**src/rtl/half_adder_pkg.sv**
```systemverilog
// Shared types and defaults for the registered lane-parallel half adder.
package half_adder_pkg;

  localparam int unsigned HA_DEFAULT_WIDTH = 1;
  localparam int unsigned HA_DEFAULT_CNT_W = 16;

  typedef struct packed {
    logic sum;
    logic carry;
  } ha_lane_t;

  function automatic ha_lane_t ha_eval(input logic a, input logic b);
    ha_lane_t r;
    r.sum   = a ^ b;
    r.carry = a & b;
    return r;
  endfunction

endpackage

```
**src/rtl/half_adder_cell.sv**
```systemverilog
// Purely combinational 1-bit half adder; one instance per lane.
module half_adder_cell
  import half_adder_pkg::*;
(
  input  logic a,
  input  logic b,
  output logic s,
  output logic c
);

  ha_lane_t lane;

  assign lane = ha_eval(a, b);
  assign s    = lane.sum;
  assign c    = lane.carry;

endmodule

```
**src/rtl/half_adder_core.sv**
```systemverilog
// Registered lane-parallel half adder with 1-cycle latency.
// Define HALF_ADDER_STATS_EN to build the saturating carry_count statistics counter.
module half_adder_core
  import half_adder_pkg::*;
#(
  parameter int unsigned WIDTH = HA_DEFAULT_WIDTH
`ifdef HALF_ADDER_STATS_EN
  , parameter int unsigned CNT_W = HA_DEFAULT_CNT_W
`endif
) (
  input  logic             clk,
  input  logic             rst,
  input  logic             in_valid,
  input  logic [WIDTH-1:0] a,
  input  logic [WIDTH-1:0] b,
  output logic             out_valid,
  output logic [WIDTH-1:0] s,
  output logic [WIDTH-1:0] c
`ifdef HALF_ADDER_STATS_EN
  , output logic [CNT_W-1:0] carry_count
`endif
);

  logic [WIDTH-1:0] lane_s;
  logic [WIDTH-1:0] lane_c;

  for (genvar i = 0; i < WIDTH; i++) begin : g_lane
    half_adder_cell u_cell (
      .a (a[i]),
      .b (b[i]),
      .s (lane_s[i]),
      .c (lane_c[i])
    );
  end

  logic [WIDTH-1:0] s_q, s_d;
  logic [WIDTH-1:0] c_q, c_d;
  logic             valid_q, valid_d;

  // Results hold while no input is accepted; valid only flags the fresh cycle.
  always_comb begin
    s_d     = s_q;
    c_d     = c_q;
    valid_d = in_valid;
    if (in_valid) begin
      s_d = lane_s;
      c_d = lane_c;
    end
  end

  always_ff @(posedge clk) begin
    if (rst) begin
      s_q     <= '0;
      c_q     <= '0;
      valid_q <= 1'b0;
    end else begin
      s_q     <= s_d;
      c_q     <= c_d;
      valid_q <= valid_d;
    end
  end

  assign s         = s_q;
  assign c         = c_q;
  assign out_valid = valid_q;

`ifdef HALF_ADDER_STATS_EN
  logic [CNT_W-1:0] cnt_q, cnt_d;

  // Saturates at all-ones instead of wrapping.
  always_comb begin
    cnt_d = cnt_q;
    if (in_valid && (|lane_c) && (cnt_q != {CNT_W{1'b1}})) begin
      cnt_d = cnt_q + CNT_W'(1);
    end
  end

  always_ff @(posedge clk) begin
    if (rst) begin
      cnt_q <= '0;
    end else begin
      cnt_q <= cnt_d;
    end
  end

  assign carry_count = cnt_q;
`endif

endmodule

```
**config.mk**
```make
export PLATFORM = sky130hd
export DESIGN_NAME = half_adder_core
export DESIGN_NICKNAME = d
export VERILOG_FILES = /design/src/rtl/half_adder_pkg.sv /design/src/rtl/half_adder_cell.sv /design/src/rtl/half_adder_core.sv
export SDC_FILE = /design/constraint.sdc
export NUM_CORES = 1
export LEC_CHECK = 0
export CAP_MARGIN = 20
export CORE_AREA = 4 4 41 43
export CTS_BUF_LIST = sky130_fd_sc_hd__clkbuf_8
export DETAILED_ROUTE_END_ITERATION = 8
export DIE_AREA = 0 0 45 47
export SYNTH_ARGS = -nofsm -noshare
export SYNTH_HDL_FRONTEND = slang
export SYNTH_SLANG_ARGS = --single-unit
```
**constraint.sdc**
```tcl
create_clock -name clk -period 1.5 [get_ports clk]
set_clock_uncertainty 0.15 [all_clocks]
set_input_delay 0.3 -clock clk [delete_from_list [all_inputs] [get_ports clk]]
set_output_delay 0.3 -clock clk [all_outputs]
set_load 0.005 [all_outputs]
```
* After elaboration in Yosys (flattened, before gate mapping)
Cells that the tools add are included.
** Word-level totals
- Output and inout port bits :: 3
- Register bits :: 3
- Word-level logic and storage cells :: 5
- Input port bits :: 5
** Operators by class
- Bitwise logic cells :: 2
** Operators with widths (number)
- $and A1 B1 Y1 :: 1
- $xor A1 B1 Y1 :: 1

* Logic depth before layout (Yosys ltp)
Gate-level depths: netlist of the first run.
- Depth after elaboration :: 1
- Mapped depth :: 3
- Depth with buffers taken out :: 3

* Cells and area by module
Synthesis of the first run repeated with hierarchy kept, for this count alone.
** Unflattened totals
- Cells, all modules :: 9
- Area, all modules :: 106.4 um^2
** By module, submodules not included
- half_adder_core :: sequential area each 60.1 um^2, area each 93.8 um^2, times used 1, cells each 8
- half_adder_cell :: sequential area each 0.0 um^2, area each 12.5 um^2, times used 1, cells each 1

* Worst setup path before layout of the first run
No wires, ideal clock.
- Path kind :: input to register
- From :: input port a
- To :: register s_q (netlist: s)
- Data arrival time :: 0.725 ns
- Required time :: 1.236 ns
- Library setup time :: 0.114 ns
- Slack :: 0.511 ns
- Stages on the path :: 3
- Path buffers :: 0
- Cells stage by stage :: ha_1 > mux2i_1 > nor2_1
** Between the ends
- Longest elaborated chain between the ends :: 1
** Ends and longest elaborated chain
- from (decl) :: line half_adder_core.sv:14 : input logic [WIDTH-1:0] a,
- $xor A1 B1 Y1 :: line half_adder_pkg.sv:14 : r.sum = a ^ b;
- to (signal assigned) :: line half_adder_core.sv:53 : s_q <= '0;
- to (signal assigned) :: line half_adder_core.sv:57 : s_q <= s_d;
- to (decl) :: line half_adder_core.sv:36 : logic [WIDTH-1:0] s_q, s_d;
Every way passes these cells.
A chain may end at the register's enable or synchronous reset.

* Worst setup path after layout of the first run
- From :: register valid_q (netlist: out_valid)
- To :: output port out_valid
** RTL lines
- from (decl) :: line half_adder_core.sv:38 : logic valid_q, valid_d;
- from (signal assigned) :: line half_adder_core.sv:59 : valid_q <= valid_d;
- to (decl) :: line half_adder_core.sv:16 : output logic out_valid,
No word-level cell between the ends.

==> key figures, run 1 <==
Synth
  • Ys Warns: 0
  • Post-synthesis sequential area ratio: 0.565
  • Syn Nets: 15
  • Largest cells by area after synthesis: dfxtp_1, mux2i_1, ha_1
  • Cells after Synth: 9
  • FF+latch count, synth: 3
  • Synthesized area: 106 um^2
  • Top-area cell type share of the netlist area: 0.565
  • Area leader, netlist: dfxtp_1
  • Distinct cells, synth: 5
  • Mean post-synth cell area: 11.8 um^2

Critical path
  • Critical path type: reg -> out
  • CP Capture Type: output port
  • Critical path, cell by cell: clkdlybuf4s50_1
  • CP Data Arrival Time: 1.00 ns
  • Crit Path Max Fanout: 1
  • Critical Path Slowest Stage Cell: clkdlybuf4s50_1
  • Crit start category: flop
  • WP data required: 1.05 ns
  • Reg2reg setup slack: 0.76 ns
  • Worst path max stage delay: 0.49 ns
  • Family with the most delay on the worst path: buffers and inverters
  • Buf+Inv Stages, Crit Path: 1

Place
  • I/O Buffers: 7
  • Gp weighted congestion: 0.587

Floorplanning
  • I/O Pins: 8
  • Num rows: 13
  • Core footprint: 1300 um^2
  • DIE AREA: 2120 um^2
  • Die Ht: 47 um
  • Initial Utilization: 0.0817
  • Chip width: 45 um

Clocking
  • CTS Buffer Depth: 2
  • Number of CTS-inserted buffers: 3
  • Root Driver: clkbuf_8
  • Clock sink count: 3
  • Hold Buf Count CTS: 0
  • CTS tree: done
  • Clock-pin slew on the worst setup and hold paths: 0.03 ns
  • H-Tree Depth: 1
  • Skew-Pair Late Insertion Delay: 0.21 ns

Detailed routing
  • WL/cell: 8.69 um
  • Vias per inst: 2.94
  • DR iter-0 viols: 0
  • Post-route antenna net violation count: 0
  • DRC viols: 0
  • Drt total wl: 304 um
  • Pre-antenna DRT Iters: 1
  • DR vias: 103

Cells and area
  • Area growth, synth to finish: 127%
  • Layout cells sized above 1: 0.150
  • # nets final: 27
  • N_diodes: 0
  • Fillcell total: 153
  • Most common cell after layout, fill and taps aside: clkdlybuf4s50_1
  • Commonest non-fill, non-tap cells in the layout: clkdlybuf4s50_1, dfxtp_1, clkbuf_8

Power and ir drop
  • Logic pwr share: 0.083
  • Int Power: 0.279 mW
  • PnR Total Power: 0.340 mW
  • Worst VDD drop: 0.293 mV
  • Switching Share: 0.181
  • NetSw: 0.0617 mW
  • PwrDens: 1410 nW/um^2
  • Leak: 0.124 nW
  • Power share of the clock group: 0.661
  • Part of the power in registers: 0.255

STA
  • Max Clk Rate: 0.689 GHz
  • Fin. max-slew vios: 0
  • Minimum clock period: 1.45 ns
  • TNS Setup: 0 ns
  • Tcrit/Tclk final: 0.968
  • RSZ-0062 raised after global routing: false
  • Hold WS: 0.337 ns
  • Final hold vios: 0
  • Slew HR: 0.915
  • Setup violators final: 0
  • Slew @ Worst Pin: 0.124 ns

Global routing
  • Total global-route track usage: 0.0433
  • Initial antenna violation count: 0
  • Vias in the first global route: 130
  • First-pass GRT wire length: 524 um
  • Largest net degree at the start of global routing: 4
  • Overflow after GRT: 0

Flow run
  • Number of max-cap violations: 0

Run status
  • Outcome: finished clean

Hold path
  • HP Class: reg -> reg
[cell type report]
cell class / instances / area (um^2) / area share
Sequential cell: 3 / 60.1 / 0.249
Multi-Input combinational cell: 6 / 46.3 / 0.192
Clock inverter: 1 / 3.75 / 0.0155
Clock buffer: 3 / 41.3 / 0.171
Tap cell: 15 / 18.8 / 0.0777
Timing Repair Buffer: 7 / 71.3 / 0.295
[sequential cells by signal (all words and copies together) (netlist names)]
register,count
c,1
out_valid,1
s,1
[through the flow]
stage          cells  instance area (um^2)  worst slack (ns)  utilization
2_1_floorplan      9                   106             0.511            -
3_5_place_dp      31                   195            0.0594        0.150
3_3_place_gp      31                   195            0.0467        0.150
6_report          35                   241            0.0480        0.186
4_1_cts           35                   239            0.0118        0.184
5_1_grt           35                   241           0.00903        0.186
[per-layer routing]
layer  track usage  up-vias  routed length (um)
li1              -       52                   -
met1        0.0429       44                 134
met2        0.0424        7                 116
met3        0.0460        0                  53
met4        0.0526        0                   0
met5             0        -                   0
[logic make-up after synthesis]
group / count (synthesis) / synth area share
muxes: 2 / 0.188
and+or+nand+nor: 3 / 0.129
DFF: 3 / 0.565
adders and majority gates: 1 / 0.118
[path summary, 6_finish.rpt]
path	startpoint	to	depth (start not counted)
setup / recovery	out_valid	out_valid	1
hold / removal	c	c	2
setup reg to reg	s	s	2
hold reg to reg	c	c	2
[power by group through the flow]
stage / Sequential (mW) / Combinational [mW] / Clock, mW
finish: 0.0869 / 0.0283 / 0.225
global route: 0.0875 / 0.0315 / 0.244
CTS: 0.0871 / 0.0293 / 0.234
detailed placement: 0.0880 / 0.0299 / 0
global placement: 0.0880 / 0.0301 / 0
floorplan: 0.0884 / 0.00717 / 0
[cells in the mapped netlist]
library cell,instances
nor2_1,2
nor2b_1,1
ha_1,1
dfxtp_1,3
mux2i_1,2
[repair_timing]
item,CTS,global route
endpoints found under the setup margin,1,1
pin swaps,0,0
resized for setup,1,1
buffers inserted,0,0
gates cloned,0,0
(Power assumes the default switching activity.)
==> run 2, diff against run 1 <==
--- a/config.mk
+++ b/config.mk
@@ -10,6 +10,8 @@
 export CTS_BUF_LIST = sky130_fd_sc_hd__clkbuf_8
 export DETAILED_ROUTE_END_ITERATION = 8
 export DIE_AREA = 0 0 45 47
+export MAX_ROUTING_LAYER = met4
+export RECOVER_POWER = 25
 export SYNTH_ARGS = -nofsm -noshare
 export SYNTH_HDL_FRONTEND = slang
 export SYNTH_SLANG_ARGS = --single-unit
==> run 2 against run 1 <==
Net effect: final cell count unchanged; core utilization stayed put; sequential cell count unchanged; sequential share of layout area unchanged; count of clock-buffer cells in the layout did not move; combinational power shrank 2%.
==> key figures, run 2 (synthesis gave the netlist of run 1 again) <==
STA
  • Slew @ Worst Pin: 0.124 ns (+0.0000193 ns)
  • TNS Setup: 0 ns (unchanged)
  • Max Clk Rate: 0.689 GHz (about the same)
  • Final hold vios: 0 (unchanged)
  • RSZ-0062 raised after global routing: false
  • Fin. max-slew vios: 0 (unchanged)
  • Tcrit/Tclk final: 0.968 (about the same)
  • Setup violators final: 0 (unchanged)
  • Slew HR: 0.915 (about the same)
  • Minimum clock period: 1.45 ns (+0.000406 ns)

Clocking
  • Root Driver: clkbuf_8
  • Skew-Pair Late Insertion Delay: 0.21 ns (about the same)
  • CTS Buffer Depth: 2 (unchanged)
  • Clock sink count: 3 (unchanged)
  • Hold Buf Count CTS: 0 (unchanged)
  • H-Tree Depth: 1 (unchanged)
  • CTS tree: done
  • Clock-pin slew on the worst setup and hold paths: 0.03 ns (about the same)
  • Number of CTS-inserted buffers: 3 (unchanged)

Global routing
  • Overflow after GRT: 0 (unchanged)
  • Total global-route track usage: 0.0448 (+0.00141)
  • Vias in the first global route: 130 (unchanged)
  • Initial antenna violation count: 0 (unchanged)
  • Largest net degree at the start of global routing: 4 (unchanged)
  • First-pass GRT wire length: 524 um (unchanged)

Detailed routing
  • Vias per inst: 2.91 (-0.97%)
  • DRC viols: 0 (unchanged)
  • WL/cell: 8.69 um (unchanged)
  • DR iter-0 viols: 0 (unchanged)
  • Pre-antenna DRT Iters: 1 (unchanged)
  • Drt total wl: 304 um (unchanged)
  • Post-route antenna net violation count: 0 (unchanged)
  • DR vias: 102 (-0.97%)

Critical path
  • Crit Path Max Fanout: 1 (unchanged)
  • Crit start category: flop
  • Critical Path Slowest Stage Cell: clkdlybuf4s50_1
  • Buf+Inv Stages, Crit Path: 1 (unchanged)
  • Crit. Startpoint: out_valid
  • Family with the most delay on the worst path: buffers and inverters
  • Worst path max stage delay: 0.49 ns (about the same)
  • Reg2reg start: s
  • Critical path type: reg -> out
  • CP Data Arrival Time: 1.00 ns (about the same)
  • CP Capture Type: output port
  • WP data required: 1.05 ns (about the same)
  • Critical path, cell by cell: clkdlybuf4s50_1

Cells and area
  • Register Area: 60.1 um^2 (unchanged)
  • Area growth, synth to finish: 127% (unchanged)
  • Commonest non-fill, non-tap cells in the layout: clkdlybuf4s50_1, dfxtp_1, clkbuf_8
  • Multi-input logic area: 46.3 um^2 (unchanged)
  • N_diodes: 0 (unchanged)
  • Layout cells sized above 1: 0.150 (unchanged)
  • Fillcell total: 153 (unchanged)
  • Final Util: 0.186 (unchanged)
  • # nets final: 27 (unchanged)
  • Most common cell after layout, fill and taps aside: clkdlybuf4s50_1

Run status
  • Outcome: finished clean

Hold path
  • Worst hold start: c
  • HP Class: reg -> reg

Power and ir drop
  • PwrDens: 1410 nW/um^2 (about the same)
  • Worst VDD drop: 0.293 mV (about the same)
  • Leak: 0.124 nW (+0.21%)

Floorplanning
  • Initial Utilization: 0.0817 (unchanged)
  • DIE AREA: 2120 um^2 (unchanged)
  • Core footprint: 1300 um^2 (unchanged)
  • Num rows: 13 (unchanged)
  • Chip width: 45 um (unchanged)
  • Die Ht: 47 um (unchanged)
  • I/O Pins: 8 (unchanged)

Place
  • I/O Buffers: 7 (unchanged)
  • Gp weighted congestion: 0.590 (+0.58%)

Flow run
  • Number of max-cap violations: 0 (unchanged)
==> run 2: cell types whose count changed in the layout (fill, tap and decap cells not counted), sizes merged <==
cell	change
clkdlybuf4s50	-1
dlygate4sd3	+1
==> run 2: cell type report <==
cell class	count	share of cell area
clock inverter	1	0.0155
tap	15	0.0777
clock buffer	3	0.171
sequential	3	0.249
timing repair buffer	7	0.295
multi-input combinational	6	0.192
==> run 2: path summary, 6_finish.rpt <==
kind | slack, ns | endpoint | depth (start not counted)
max | 0.05 | out_valid | 1
min | 0.34 | c | 2
max reg2reg | 0.76 | s | 2
min reg2reg | 0.34 | c | 2
==> run 2: power by group <==
group | switching (mW) | internal, mW | leakage (nW) | total, mW
registers | 0.00195 | 0.0850 | 0.0248 | 0.0869
clock network | 0.0515 | 0.174 | 0.0269 | 0.226
logic | 0.00868 | 0.0191 | 0.0727 | 0.0278
total | 0.0621 | 0.278 | 0.124 | 0.340
==> run 2: per-layer routing <==
metal	up-vias	share of wire	routed length [um]	GRT usage
met4	0	0	0	0.0526
met3	0	0.14	43	0.0460
met5	-	0	0	-
met1	44	0.47	143	0.0429
met2	7	0.38	117	0.0424
li1	51	-	-	-
==> run 2: timing repair <==
action	in CTS	in global routing
gates resized for setup	1	1
buffers inserted	0	0
endpoints found under the hold margin	0	0
endpoints found under the setup margin	1	1
==> run 2: stage by stage <==
step,setup WS (ns),hold slack [ns],std cells,instance area [um^2],power [mW]
final,0.0476,0.337,35,241,0.340
after global routing,0.00903,0.405,35,241,0.362
after CTS,0.0118,0.349,35,239,0.350
after detailed placement,0.0594,0.338,31,195,0.118
after global placement,0.0467,0.332,31,195,0.118
after floorplan,0.511,0.222,9,106,0.0955
